**src/rtl/vend_pkg.sv**
```systemverilog
// Shared types and constants for the vending machine with 7-segment display.
//   state_t      : controller states
//   SEG_DIGITS   : active-low segment patterns for BCD 0..9 (bit 7 = dp, held off)
//   SEG_BLANK    : all segments off
//   seg_decode() : BCD digit to segment pattern, blank for non-decimal codes
//   idx_width()  : bits needed to index n items (at least 1)
package vend_pkg;

  typedef enum logic [1:0] {
    ST_IDLE   = 2'd0,
    ST_ACCUM  = 2'd1,
    ST_VEND   = 2'd2,
    ST_REFUND = 2'd3
  } state_t;

  // Segments a..g in bits 0..6, dp in bit 7; a 0 lights the segment.
  localparam logic [9:0][7:0] SEG_DIGITS = {
    8'h90, 8'h80, 8'hF8, 8'h82, 8'h92,
    8'h99, 8'hB0, 8'hA4, 8'hF9, 8'hC0
  };
  localparam logic [7:0] SEG_BLANK = 8'hFF;

  function automatic logic [7:0] seg_decode(input logic [3:0] bcd);
    if (bcd > 4'd9) return SEG_BLANK;
    return SEG_DIGITS[bcd];
  endfunction

  function automatic int idx_width(input int n);
    return (n > 1) ? $clog2(n) : 1;
  endfunction

endpackage

```
**src/rtl/seg_scan.sv**
```systemverilog
// Multiplexed 7-segment driver: converts value to DIGITS BCD digits (leading
// zeros shown) and scans them LSD to MSD, one digit per scan pulse.
// Ports:
//   sys_clk, reset : clock, async active-high reset
//   value          : binary value to display
//   seg_out        : active-low segments, dp in bit 7 (always off)
//   seg_sel        : active-low one-hot digit select, all 1s until first scan
module seg_scan
  import vend_pkg::*;
#(
  parameter int WIDTH    = 8,
  parameter int DIGITS   = 4,
  parameter int SCAN_DIV = 16
) (
  input  logic              sys_clk,
  input  logic              reset,
  input  logic [WIDTH-1:0]  value,
  output logic [7:0]        seg_out,
  output logic [DIGITS-1:0] seg_sel
);

  localparam int IW = idx_width(DIGITS);

  logic [SCAN_DIV-1:0]     scan_cnt;
  logic                    scan;
  logic                    started;
  logic [IW-1:0]           idx;
  logic [IW-1:0]           idx_next;
  logic [DIGITS-1:0][3:0]  bcd;
  logic [WIDTH-1:0]        rem;

  // Free-running down-counter; the terminal count is the scan enable.
  assign scan = (scan_cnt == '0);

  always_comb begin
    rem = value;
    bcd = '0;
    for (int i = 0; i < DIGITS; i++) begin
      bcd[i] = 4'(rem % WIDTH'(10));
      rem    = rem / WIDTH'(10);
    end
  end

  // The first scan after reset always lands on digit 0.
  always_comb begin
    if (!started || idx == IW'(DIGITS - 1)) idx_next = '0;
    else                                    idx_next = idx + 1'b1;
  end

  always_ff @(posedge sys_clk or posedge reset) begin
    if (reset) begin
      scan_cnt <= '0;
      started  <= 1'b0;
      idx      <= '0;
      seg_sel  <= '1;
      seg_out  <= SEG_BLANK;
    end else begin
      scan_cnt <= scan_cnt - 1'b1;
      if (scan) begin
        started <= 1'b1;
        idx     <= idx_next;
        seg_sel <= ~(DIGITS'(1) << idx_next);
        seg_out <= seg_decode(bcd[idx_next]);
      end
    end
  end

endmodule

```
**src/rtl/vending_machine_seg.sv**
```systemverilog
// Coin-operated vending controller with a multiplexed 7-segment credit display.
// Optional feature macro: VEND_CHANGE_EN (change/refund outputs). Without it the
// change outputs stay 0, excess credit is forfeited and cancel only clears credit.
// Ports:
//   sys_clk, reset       : clock, async active-high reset
//   c, a                 : coin-present level (async) and coin value
//   cancel               : refund request level (async)
//   d                    : dispense strobe, one tick period
//   change, change_valid : change/refund amount and qualifier
//   seg_out, seg_sel     : display segments and digit select, active-low
//
// state     | meaning
// ST_IDLE   | no credit, waiting for a coin
// ST_ACCUM  | credit held, accepting coins / cancel
// ST_VEND   | dispense pulse and change for one tick
// ST_REFUND | refund of credit for one tick
module vending_machine_seg
  import vend_pkg::*;
#(
  parameter int               WIDTH    = 8,
  parameter logic [WIDTH-1:0] PRICE    = WIDTH'(150),
  parameter int               DIGITS   = 4,
  parameter int               TICK_DIV = 24,
  parameter int               SCAN_DIV = 16
) (
  input  logic              sys_clk,
  input  logic              reset,
  input  logic              c,
  input  logic [WIDTH-1:0]  a,
  input  logic              cancel,
  output logic              d,
  output logic [WIDTH-1:0]  change,
  output logic              change_valid,
  output logic [7:0]        seg_out,
  output logic [DIGITS-1:0] seg_sel
);

  logic                c_meta, c_sync, c_prev;
  logic                cancel_meta, cancel_sync;
  logic [TICK_DIV-1:0] tick_cnt;
  logic                tick;
  logic                coin_ok;
  logic [WIDTH:0]      sum_wide;
  logic [WIDTH-1:0]    credit;
  state_t              state;
  logic [WIDTH-1:0]    tot;

  assign tick = (tick_cnt == '0);

  // c_prev holds the synchronised coin level from the previous tick, so a coin
  // held across many ticks is credited only once.
  always_comb begin
    coin_ok  = tick && c_sync && !c_prev;
    sum_wide = {1'b0, tot} + {1'b0, a};
    if (!coin_ok)            credit = tot;
    else if (sum_wide[WIDTH]) credit = '1;
    else                     credit = sum_wide[WIDTH-1:0];
  end

  always_ff @(posedge sys_clk or posedge reset) begin
    if (reset) begin
      c_meta       <= 1'b0;
      c_sync       <= 1'b0;
      c_prev       <= 1'b0;
      cancel_meta  <= 1'b0;
      cancel_sync  <= 1'b0;
      tick_cnt     <= '0;
      state        <= ST_IDLE;
      tot          <= '0;
      d            <= 1'b0;
      change       <= '0;
      change_valid <= 1'b0;
    end else begin
      c_meta      <= c;
      c_sync      <= c_meta;
      cancel_meta <= cancel;
      cancel_sync <= cancel_meta;
      tick_cnt    <= tick_cnt - 1'b1;
      if (tick) begin
        c_prev <= c_sync;
        case (state)
          ST_IDLE, ST_ACCUM: begin
            // A coin arriving on the vend tick is ignored, not credited.
            if (state == ST_ACCUM && tot >= PRICE) begin
              state <= ST_VEND;
              d     <= 1'b1;
              tot   <= '0;
`ifdef VEND_CHANGE_EN
              change       <= tot - PRICE;
              change_valid <= 1'b1;
`endif
            end else if (cancel_sync && (coin_ok || state == ST_ACCUM)) begin
              tot <= '0;
`ifdef VEND_CHANGE_EN
              state        <= ST_REFUND;
              change       <= credit;
              change_valid <= 1'b1;
`else
              state <= ST_IDLE;
`endif
            end else if (coin_ok) begin
              tot   <= credit;
              state <= ST_ACCUM;
            end
          end
          ST_VEND, ST_REFUND: begin
            state        <= ST_IDLE;
            d            <= 1'b0;
            change       <= '0;
            change_valid <= 1'b0;
          end
          default: state <= ST_IDLE;
        endcase
      end
    end
  end

  seg_scan #(
    .WIDTH    (WIDTH),
    .DIGITS   (DIGITS),
    .SCAN_DIV (SCAN_DIV)
  ) u_seg_scan (
    .sys_clk (sys_clk),
    .reset   (reset),
    .value   (tot),
    .seg_out (seg_out),
    .seg_sel (seg_sel)
  );

endmodule

```
**config.mk**
```make
export PLATFORM = sky130hd
export DESIGN_NAME = vending_machine_seg
export DESIGN_NICKNAME = d
export VERILOG_FILES = /design/src/rtl/vend_pkg.sv /design/src/rtl/seg_scan.sv /design/src/rtl/vending_machine_seg.sv
export SDC_FILE = /design/constraint.sdc
export NUM_CORES = 1
export LEC_CHECK = 0
export BUFFER_PORTS_ARGS = -buffer_cell sky130_fd_sc_hd__buf_2
export CAP_MARGIN = 25
export CORE_UTILIZATION = 38
export CTS_CLUSTER_SIZE = 28
export DETAILED_ROUTE_END_ITERATION = 6
export HOLD_SLACK_MARGIN = 0.03
export PLACE_DENSITY = 0.54
export SETUP_SLACK_MARGIN = 0.15
export SKIP_LAST_GASP = 1
export SYNTH_ARGS = -nofsm -noshare
export SYNTH_HDL_FRONTEND = slang
export SYNTH_SLANG_ARGS = --single-unit
```
**constraint.sdc**
```tcl
create_clock -name sys_clk -period 4.2 [get_ports sys_clk]
set_input_delay 1.26 -clock sys_clk [delete_from_list [all_inputs] [get_ports sys_clk]]
set_output_delay 1.26 -clock sys_clk [all_outputs]
set_load 0.01 [all_outputs]
```
==> results of run 1 <==
## per-layer routing
metal	global-route usage	wire [um]	vias up	share of wire
met4	0.0637	167	0	0.020
li1	-	-	1659	-
met2	0.248	3930	44	0.46
met1	0.212	4120	1619	0.49
met3	0.0424	243	14	0.029
met5	0	0	-	0
## cells in the final DEF (no fill, tap or decap), types with 6 or more instances in the layout
cell type / count
dfrtp_1: 56
nand2_1: 41
nor2_1: 36
inv_1: 29
xor2_1: 27
o21ai_0: 26
buf_2: 23
xnor2_1: 21
ha_1: 21
nor3_1: 16
a21oi_1: 14
nor4_1: 11
buf_4: 11
dfstp_2: 11
conb_1: 10
clkbuf_16: 9
or3_1: 7
nand3_1: 6
## through the flow
stage          total power, mW   util  area (sq um)  cells  hold WS, ns
6_report                  1.41  0.444          4880    636        0.345
3_3_place_gp             0.738  0.417          4580    617        0.333
3_5_place_dp             0.739  0.417          4580    617        0.335
2_1_floorplan            0.731      -          4390    468        0.331
5_1_grt                   1.47  0.444          4880    636        0.352
4_1_cts                   1.43  0.441          4850    633        0.347
## where the power goes
group          switching [mW]  leakage (nW)  total [mW]  internal [mW]
Clock                   0.266         0.132       0.679          0.412
Combinational          0.0318          1.16      0.0486         0.0168
Sequential           0.000596         0.695       0.678          0.678
## registers in the layout, summed over array words and instances (netlist names), 2 cells and up
register	count
tick_cnt	24
u_seg_scan.scan_cnt	16
tot	8
u_seg_scan.seg_out	7
u_seg_scan.seg_sel	4
state	2
u_seg_scan.idx	2
## worst max path at each step
stage | startpoint | to | slack (ns)
global route | tot[4] | u_seg_scan.seg_out[4] | 0.21
global placement | tot[5] | u_seg_scan.seg_out[4] | 0.43
finish | tot[6] | u_seg_scan.seg_out[4] | 0.50
CTS | tot[5] | u_seg_scan.seg_out[2] | 0.23
detailed placement | tot[5] | u_seg_scan.seg_out[4] | 0.27
floorplan | tot[7] | u_seg_scan.seg_out[0] | 0.90
## cell type report
cell class,count,share of cell area
clock buffer,12,0.0505
inverter,32,0.0246
multi-input combinational,344,0.481
tap,140,0.0359
clock inverter,4,0.00462
sequential,70,0.363
timing repair buffer,34,0.0405
## what timing repair did
item                       CTS  global route
resized for setup            0             4
setup endpoints to repair    0             7
hold buffers                 0             0
setup buffers                0             3
## critical path: cells and delay by family (launching register included)
family	cells	cell delay [ns]
compound gates	6	0.80
xor+xnor	1	0.15
fa+ha+maj	2	0.54
buf+inv	1	0.12
flops	1	0.58
simple gates	5	1.40
## cell families (layout without fill, tap and decap cells)
logic type               Yosys count  in the layout
AND/OR/NAND/NOR                  168            168
AO/OA/AOI/OAI                     92             92
flip-flops                        70             70
buffers and inverters             54             82
XOR/XNOR                          48             48
adder cells (fa/ha/maj)           23             23
multiplexers                       3              3
other                              2             10
==> impl_metrics.py, run 1 <==
metrics = {
    "run_status": {
        "status": "finished, final reports clean",
    },
    "die": {
        "start_util": 0.397,
        "die_h_um": 109,
        "io-pin-count": 34,
        "core_area_sq_mm": 0.0110,
        "rows": 38,
        "die_x_um": 109,
        "dieArea_sq_mm": 0.0119,
    },
    "logic_synthesis": {
        "synth_top_family_by_area": "simple AND/OR/NAND/NOR gates",
        "synth_mux_area_frac": 0.00862,
        "synth_common_cells": "dfrtp_1 (59), nand2_1 (41), nor2_1 (36)",
        "postSynthCellCount": 460,
        "yosys_warnings": 0,
        "synth.top_cell.area_share": 0.339,
        "synth_most_common_cell": "dfrtp_1",
        "synthSimpleGateAreaFrac": 0.206,
        "synthAdderAreaFrac": 0.0675,
        "yosys_most_used_dff": "dfrtp_1",
        "ys_ff_latch": 70,
        "synthArstFlopShare": 1.00,
        "synth_cell_types": 72,
        "synth_compound_area_frac": 0.150,
        "synth_xor_area_frac": 0.0965,
        "synthesis.area_sq_mm": 0.00436,
        "synth_edf_count": 0,
        "synth_top_area_cell": "dfrtp_1",
        "synth_seq_area_share": 0.405,
        "synth.avg_cell_area_sq_um": 9.47,
        "synth_area_leaders": "dfrtp_1 (34%), dfstp_2 (6.6%), ha_1 (6.0%)",
    },
    "setup_path": {
        "path_cells": "or3b_1, a22oi_2, o21ai_2, ha_1, o21ai_0, o21ai_0, or2_1, xnor2_1, a21oi_1, nor3_2, inv_1, ha_1, nor2_1, a2111oi_0, nor3_1",
        "arrival_ns": 3.95,
        "worstPathRequired_ns": 4.45,
        "cp_max_fo": 13,
        "r2r_slack_ns": 0.50,
        "r2r-end": "u_seg_scan.seg_out[4]",
        "critPathKind": "register to register",
        "start_kind": "register",
        "slowest_stage": "dfrtp_1",
        "reg2regPathDepth": 15,
        "timing.rr.start": "tot[6]",
        "cp-end-kind": "register",
        "slowest_delay_ns": 0.58,
    },
    "place": {
        "place_worst_setup_slack_ns": 0.274,
        "io_buffer_count": 23,
        "hpwl_um": 6230,
        "place_congestion": 0.789,
    },
    "drt": {
        "first_pass_iters": 4,
        "vias": 3336,
        "vias_per_cell": 5.25,
        "dr.first_iter.drc_count": 130,
        "remaining_drc_errors": 0,
        "postRouteAntennaNets": 0,
        "wl_per_cell_um": 13.3,
        "drt_wl_total_um": 8460,
    },
    "cells_and_area": {
        "antennaDiodeCount": 0,
        "area_delta_synth_final_pct": 12.0,
        "nNetsFinal": 525,
        "drive_gt1_frac": 0.181,
        "multi_input_area_sq_mm": 0.00235,
        "fillers": 1061,
        "seq_area_sq_mm": 0.00177,
    },
    "pwr": {
        "leakage_nw": 1.99,
        "peakVddDrop_v": 0.000177,
        "power_density_mw_per_mm2": 288,
    },
    "timing": {
        "drv_slew": 0,
        "finClkSkew_ns": 0.00843,
        "layout_setup_ws_ns": 0.503,
        "worstMarginPinSlew_ns": 0.573,
        "maxSlewHeadroom": 0.618,
        "finalSetupViolCount": 0,
        "rsz0062_at_grt": "false",
        "min_period_over_period": 0.880,
        "post-route-min-period_ns": 3.70,
        "fmax_mhz": 270,
        "setup_tns_ns": 0,
        "final_hold_viol_count": 0,
    },
    "clock_network": {
        "ctsRootBufferMaster": "clkbuf_16",
        "cts_sinks": 70,
        "htree_levels": 3,
        "cts.clk_slew.worst_paths_ns": 0.06,
        "cts_tree": "yes",
        "clk_latency_ns": 0.33,
        "cts.path.max_buffers": 2,
        "numCtsBuffers": 9,
    },
    "global_routing": {
        "overflow": 0,
        "grt_use_total": 0.160,
        "grt_pass1_wl_um": 14700,
        "grt_pass1_vias": 3178,
        "grt_max_degree": 30,
        "antenna_found_initial": 0,
    },
    "hold_path": {
        "worstHoldPathType": "register to register",
        "min_to": "cancel_sync",
        "min-delay-start": "cancel_meta",
        "worstHoldPathCells": 0,
    },
    "run": {
        "maxCapViolations": 0,
    },
}
Power figures use the tool's default switching activity.
==> run 2, diff against run 1 <==
--- a/config.mk
+++ b/config.mk
@@ -5,6 +5,7 @@
 export SDC_FILE = /design/constraint.sdc
 export NUM_CORES = 1
 export LEC_CHECK = 0
+export ABC_AREA = 1
 export BUFFER_PORTS_ARGS = -buffer_cell sky130_fd_sc_hd__buf_2
 export CAP_MARGIN = 25
 export CORE_UTILIZATION = 38
==> impl_metrics.py, run 2 <==
metrics = {
    "run_status": {
        "status": "finished, final reports clean",
    },
    "drt": {
        "wl_per_cell_um": 11.6,
        "vias_per_cell": 4.71,
        "met2_length_um": 4160,
        "drt_wl_total_um": 8540,
        "remaining_drc_errors": 0,
        "vias": 3478,
        "dr.first_iter.drc_count": 185,
        "topRoutingLayerUsed": "met4",
        "wl_met3_um": 198,
        "wl_met1_um": 4100,
        "postRouteAntennaNets": 0,
        "first_pass_iters": 5,
    },
    "clock_network": {
        "htree_levels": 3,
        "ctsRootBufferMaster": "clkbuf_16",
        "ctsHoldBuffers": 0,
        "cts.path.max_buffers": 2,
        "cts_sinks": 70,
        "cts_tree": "yes",
        "cts.clk_slew.worst_paths_ns": 0.06,
        "clk_latency_ns": 0.33,
        "numCtsBuffers": 9,
    },
    "place": {
        "hpwl_um": 6450,
        "dpl_cell_area_sq_mm": 0.00473,
        "io_buffer_count": 23,
        "place_congestion": 0.781,
        "placedCellCount": 715,
    },
    "timing": {
        "min_period_over_period": 0.870,
        "finalSetupViolCount": 0,
        "maxSlewHeadroom": 0.528,
        "setup_tns_ns": 0,
        "fmax_mhz": 274,
        "finClkSkew_ns": 0.0154,
        "post-route-min-period_ns": 3.65,
        "worstMarginPinSlew_ns": 0.703,
        "drv_slew": 0,
        "rsz0062_at_grt": "false",
        "holdWs_ns": 0.345,
        "final_hold_viol_count": 0,
    },
    "logic_synthesis": {
        "synthAdderAreaFrac": 0.0631,
        "synth_seq_area_share": 0.394,
        "synth_edf_count": 0,
        "yosys_most_used_dff": "dfrtp_1",
        "synth.top_cell.area_share": 0.330,
        "postSynthCellCount": 551,
        "synthArstFlopShare": 1.00,
        "synth_cell_types": 44,
        "synthSimpleGateAreaFrac": 0.287,
        "ys_ff_latch": 70,
        "synth.avg_cell_area_sq_um": 8.13,
        "synthesis.area_sq_mm": 0.00448,
        "synth_top_family_by_area": "simple AND/OR/NAND/NOR gates",
        "synth_top_area_cell": "dfrtp_1",
        "yosys_warnings": 0,
        "synth_xor_area_frac": 0.0684,
        "synth_common_cells": "nand2_1 (87), inv_1 (83), dfrtp_1 (59), nor2_1 (59), nand3_1 (36)",
        "synth_most_common_cell": "nand2_1",
        "synth_area_leaders": "dfrtp_1 (33%), nand2_1 (7.3%), inv_1 (7.0%)",
        "synth_compound_area_frac": 0.0877,
        "synth_mux_area_frac": 0,
    },
    "cells_and_area": {
        "nNetsFinal": 625,
        "regMostFlops": "tick_cnt",
        "largest_reg_flops": 24,
        "drive_gt1_frac": 0.225,
        "largest_registers": "tick_cnt x24, u_seg_scan.scan_cnt x16, tot x8",
        "antennaDiodeCount": 0,
        "area_delta_synth_final_pct": 14.4,
        "layout_common_cells": "nand2_1 (83), inv_1 (81), nor2_1 (58), dfrtp_1 (58), nand3_1 (34)",
        "mostFrequentLayoutCell": "nand2_1",
        "fin_cells": 739,
        "fin_area_sq_mm": 0.00512,
    },
    "pwr": {
        "power_density_mw_per_mm2": 275,
        "peakVddDrop_v": 0.000146,
        "leakage_nw": 2.40,
    },
    "global_routing": {
        "grt_max_degree": 48,
        "overflow": 0,
        "antenna_found_initial": 0,
        "grt_pass1_wl_um": 15000,
        "grt_use_total": 0.149,
        "grt_pass1_vias": 3372,
    },
    "die": {
        "io-pin-count": 34,
        "core_area_sq_mm": 0.0115,
        "die_x_um": 111,
        "dieArea_sq_mm": 0.0122,
        "start_util": 0.391,
        "die_h_um": 111,
        "rows": 39,
    },
    "setup_path": {
        "reg2regPathDepth": 31,
        "worstPathRequired_ns": 4.45,
        "arrival_ns": 3.90,
        "slowest_delay_ns": 0.50,
        "cp_max_fo": 9,
        "cp-end-kind": "register",
        "critPathKind": "register to register",
        "start_kind": "register",
        "cp_common_cell": "nand2_2",
        "slowest_stage": "dfrtp_2",
    },
    "hold_path": {
        "worstHoldPathCells": 0,
        "worstHoldPathType": "register to register",
    },
    "run": {
        "maxCapViolations": 0,
    },
}
run 2: layout make-up:
type	count	area, sq um
clock inverters	4	22.5
repair buffers	33	190
multi-input cells	385	2370
fillers	1134	6340
clock buffers	12	246
flip-flops and latches	70	1770
well taps	143	179
inverters	92	347
run 2: critical path, delay by kind of cell, from the launching register on:
family | cells | cell delay [ns]
AOI/OAI and AO/OA | 4 | 0.68
adders and majority gates | 1 | 0.17
DFF | 1 | 0.50
buffers and inverters | 6 | 0.47
and+or+nand+nor | 20 | 1.73
run 2: timing repair:
item | 4_1_cts | 5_1_grt
gates resized for setup | 0 | 17
buffers inserted | 0 | 8
endpoints found under the hold margin | 0 | 0
setup endpoints to repair | 0 | 7
run 2: worst paths after layout:
check	slack, ns	to	start
setup / recovery	0.55	u_seg_scan.seg_out[3]	tot[7]
hold / removal	0.34	c_sync	c_meta
setup reg to reg	0.55	u_seg_scan.seg_out[3]	tot[7]
hold reg to reg	0.34	c_sync	c_meta
max in group asynchronous	2.23	tot[7]	reset
min in group asynchronous	0.95	tick_cnt[5]	reset
run 2: routing by layer:
metal / GRT usage / vias up
li1: - / 1818
met2: 0.244 / 34
met4: 0.0471 / 0
met5: 0 / -
met1: 0.193 / 1620
met3: 0.0384 / 6
run 2: power breakdown:
group	leakage (nW)	total [mW]	internal (mW)	switching (mW)
clock network	0.132	0.679	0.412	0.267
registers	0.695	0.678	0.677	0.000418
logic	1.57	0.0503	0.0161	0.0342
total	2.40	1.41	1.11	0.302
run 2: metrics by stage:
stage / util / worst slack (ns) / power [mW]
after floorplan: - / 0.838 / 0.732
after global placement: 0.412 / 0.397 / 0.740
after detailed placement: 0.412 / 0.319 / 0.741
after CTS: 0.436 / 0.303 / 1.44
after global routing: 0.447 / 0.121 / 1.48
final: 0.447 / 0.547 / 1.41
run 2: kinds of logic after synthesis:
family / count (synthesis)
DFF: 70
adders and majority gates: 22
xor gates and xnor gates: 35
and+or+nand+nor: 259
buffers and inverters: 104
other: 2
AOI/OAI and AO/OA: 59
==> run 3, diff against run 2 <==
--- a/config.mk
+++ b/config.mk
@@ -12,6 +12,7 @@
 export CTS_CLUSTER_SIZE = 28
 export DETAILED_ROUTE_END_ITERATION = 6
 export HOLD_SLACK_MARGIN = 0.03
+export MAX_ROUTING_LAYER = met4
 export PLACE_DENSITY = 0.54
 export SETUP_SLACK_MARGIN = 0.15
 export SKIP_LAST_GASP = 1
==> constraint.sdc (replaced) <==
create_clock -name sys_clk -period 3.63 [get_ports sys_clk]
set_input_delay 1.089 -clock sys_clk [delete_from_list [all_inputs] [get_ports sys_clk]]
set_output_delay 1.089 -clock sys_clk [all_outputs]
set_load 0.01 [all_outputs]
==> impl_metrics.py, run 3 (synthesized netlist as in run 2, its figures left out) <==
metrics = {
    "setup_path": {
        "slowest_stage": "dfrtp_1",
        "cp_max_fo": 5,
        "start_kind": "register",
        "r2r-end": "u_seg_scan.seg_out[0]",
        "arrival_ns": 3.71,
        "critPathLaunch": "tot[6]",
        "endpoint": "u_seg_scan.seg_out[0]",
        "reg2regPathDepth": 29,
        "cp_common_cell": "nand2_4",
        "critPathKind": "register to register",
        "cp-end-kind": "register",
        "worstPathRequired_ns": 3.88,
        "r2r_slack_ns": 0.17,
        "slowest_delay_ns": 0.41,
        "timing.rr.start": "tot[6]",
    },
    "timing": {
        "rsz0062_at_grt": "true",
        "drv_slew": 0,
        "finalSetupViolCount": 0,
        "layout_setup_ws_ns": 0.171,
        "final_hold_viol_count": 0,
        "fmax_mhz": 289,
        "min_period_over_period": 0.953,
        "post-route-min-period_ns": 3.46,
        "finClkSkew_ns": 0.00709,
        "holdWs_ns": 0.351,
    },
    "place": {
        "hpwl_um": 6740,
        "io_buffer_count": 23,
        "dpl_cell_area_sq_mm": 0.00480,
        "place_worst_setup_slack_ns": -0.103,
        "place_congestion": 0.828,
    },
    "drt": {
        "vias": 3633,
        "vias_per_cell": 4.79,
        "dr.first_iter.drc_count": 214,
        "first_pass_iters": 5,
        "remaining_drc_errors": 0,
        "drt_wl_total_um": 9010,
        "wl_per_cell_um": 11.9,
        "postRouteAntennaNets": 0,
    },
    "cells_and_area": {
        "largest_reg_flops": 24,
        "drive_gt1_frac": 0.292,
        "regMostFlops": "tick_cnt",
        "fin_area_sq_mm": 0.00546,
        "area_delta_synth_final_pct": 22.0,
        "layout_common_cells": "nand2_1 (76), inv_1 (75), dfrtp_1 (57)",
        "antennaDiodeCount": 0,
        "largest_registers": "tick_cnt x24, u_seg_scan.scan_cnt x16, tot x8",
        "nNetsFinal": 645,
        "mostFrequentLayoutCell": "nand2_1",
        "post-route-util": 0.476,
    },
    "clock_network": {
        "cts_sinks": 70,
        "cts.clk_slew.worst_paths_ns": 0.06,
        "htree_levels": 3,
        "ctsRootBufferMaster": "clkbuf_16",
        "numCtsBuffers": 9,
        "clk_latency_ns": 0.33,
        "ctsHoldBuffers": 0,
        "cts.path.max_buffers": 2,
        "cts_tree": "yes",
    },
    "global_routing": {
        "grt_pass1_vias": 3564,
        "grt_use_total": 0.160,
        "grt_max_degree": 27,
        "overflow": 0,
        "antenna_found_initial": 0,
        "grt_pass1_wl_um": 15700,
    },
    "die": {
        "die_x_um": 111,
        "dieArea_sq_mm": 0.0122,
        "io-pin-count": 34,
        "start_util": 0.391,
        "die_h_um": 111,
        "core_area_sq_mm": 0.0115,
        "rows": 39,
    },
    "pwr": {
        "p_sw_mw": 0.365,
        "clkPwrFrac": 0.514,
        "power_frac_comb": 0.034,
        "power_density_mw_per_mm2": 318,
        "finalPower_mw": 1.74,
        "swShare": 0.211,
        "peakVddDrop_v": 0.000166,
        "leakage_nw": 2.53,
        "internal-power_mw": 1.37,
        "seq_power_share": 0.452,
    },
    "hold_path": {
        "worstHoldPathType": "register to register",
    },
    "run": {
        "maxCapViolations": 0,
    },
    "run_status": {
        "status": "finished, final reports clean",
    },
}
[run 3: stage by stage]
stage               setup TNS (ns)  std cells
detailed placement          -0.485        725
global route                -0.538        759
finish                           0        759
floorplan                        0        559
CTS                              0        753
global placement                 0        725
[run 3: layout make-up]
cell class / instances / area [sq um]
well taps: 143 / 179
clock inverters: 5 / 57.6
inverters: 92 / 353
clock buffers: 11 / 253
multi-input cells: 385 / 2510
flip-flops and latches: 70 / 1770
repair buffers: 53 / 340
fillers: 1131 / 6000
[run 3: per-layer routing]
layer  global-route usage  vias up  share of wire
li1                     -     1859              -
met1                0.197     1723           0.47
met2                0.264       41           0.49
met3               0.0307       10          0.024
met4               0.0524        0          0.012
met5                    -        -              0
[run 3: worst min path at each step]
stage	startpoint	endpoint	slack, ns	cells past startpoint
5_1_grt	cancel_meta	cancel_sync	0.36	0
4_1_cts	cancel_meta	cancel_sync	0.35	0
3_3_place_gp	cancel_meta	cancel_sync	0.33	0
2_1_floorplan	c_meta	c_sync	0.33	0
6_report	cancel_meta	cancel_sync	0.35	0
3_5_place_dp	cancel_meta	cancel_sync	0.34	0
[run 3: worst max-delay path: cells and delay by family (launching register included)]
kind / cells / cell delay (ns)
simple gates: 19 / 1.52
compound gates: 4 / 0.87
buf+inv: 5 / 0.42
flops: 1 / 0.41
fa+ha+maj: 1 / 0.15
[run 3: power groups by stage]
stage	Sequential (mW)	Combinational (mW)	Clock [mW]
CTS	0.784	0.0612	0.917
finish	0.784	0.0593	0.892
global placement	0.797	0.0599	0
detailed placement	0.798	0.0609	0
global route	0.784	0.0690	0.952
floorplan	0.797	0.0497	0
[run 3: repair_timing]
action,in CTS,in global routing
endpoints found under the setup margin,7,8
buffers inserted,12,6
resized for setup,24,36
cloned,0,0
endpoints found under the hold margin,0,0
pin swaps,13,18
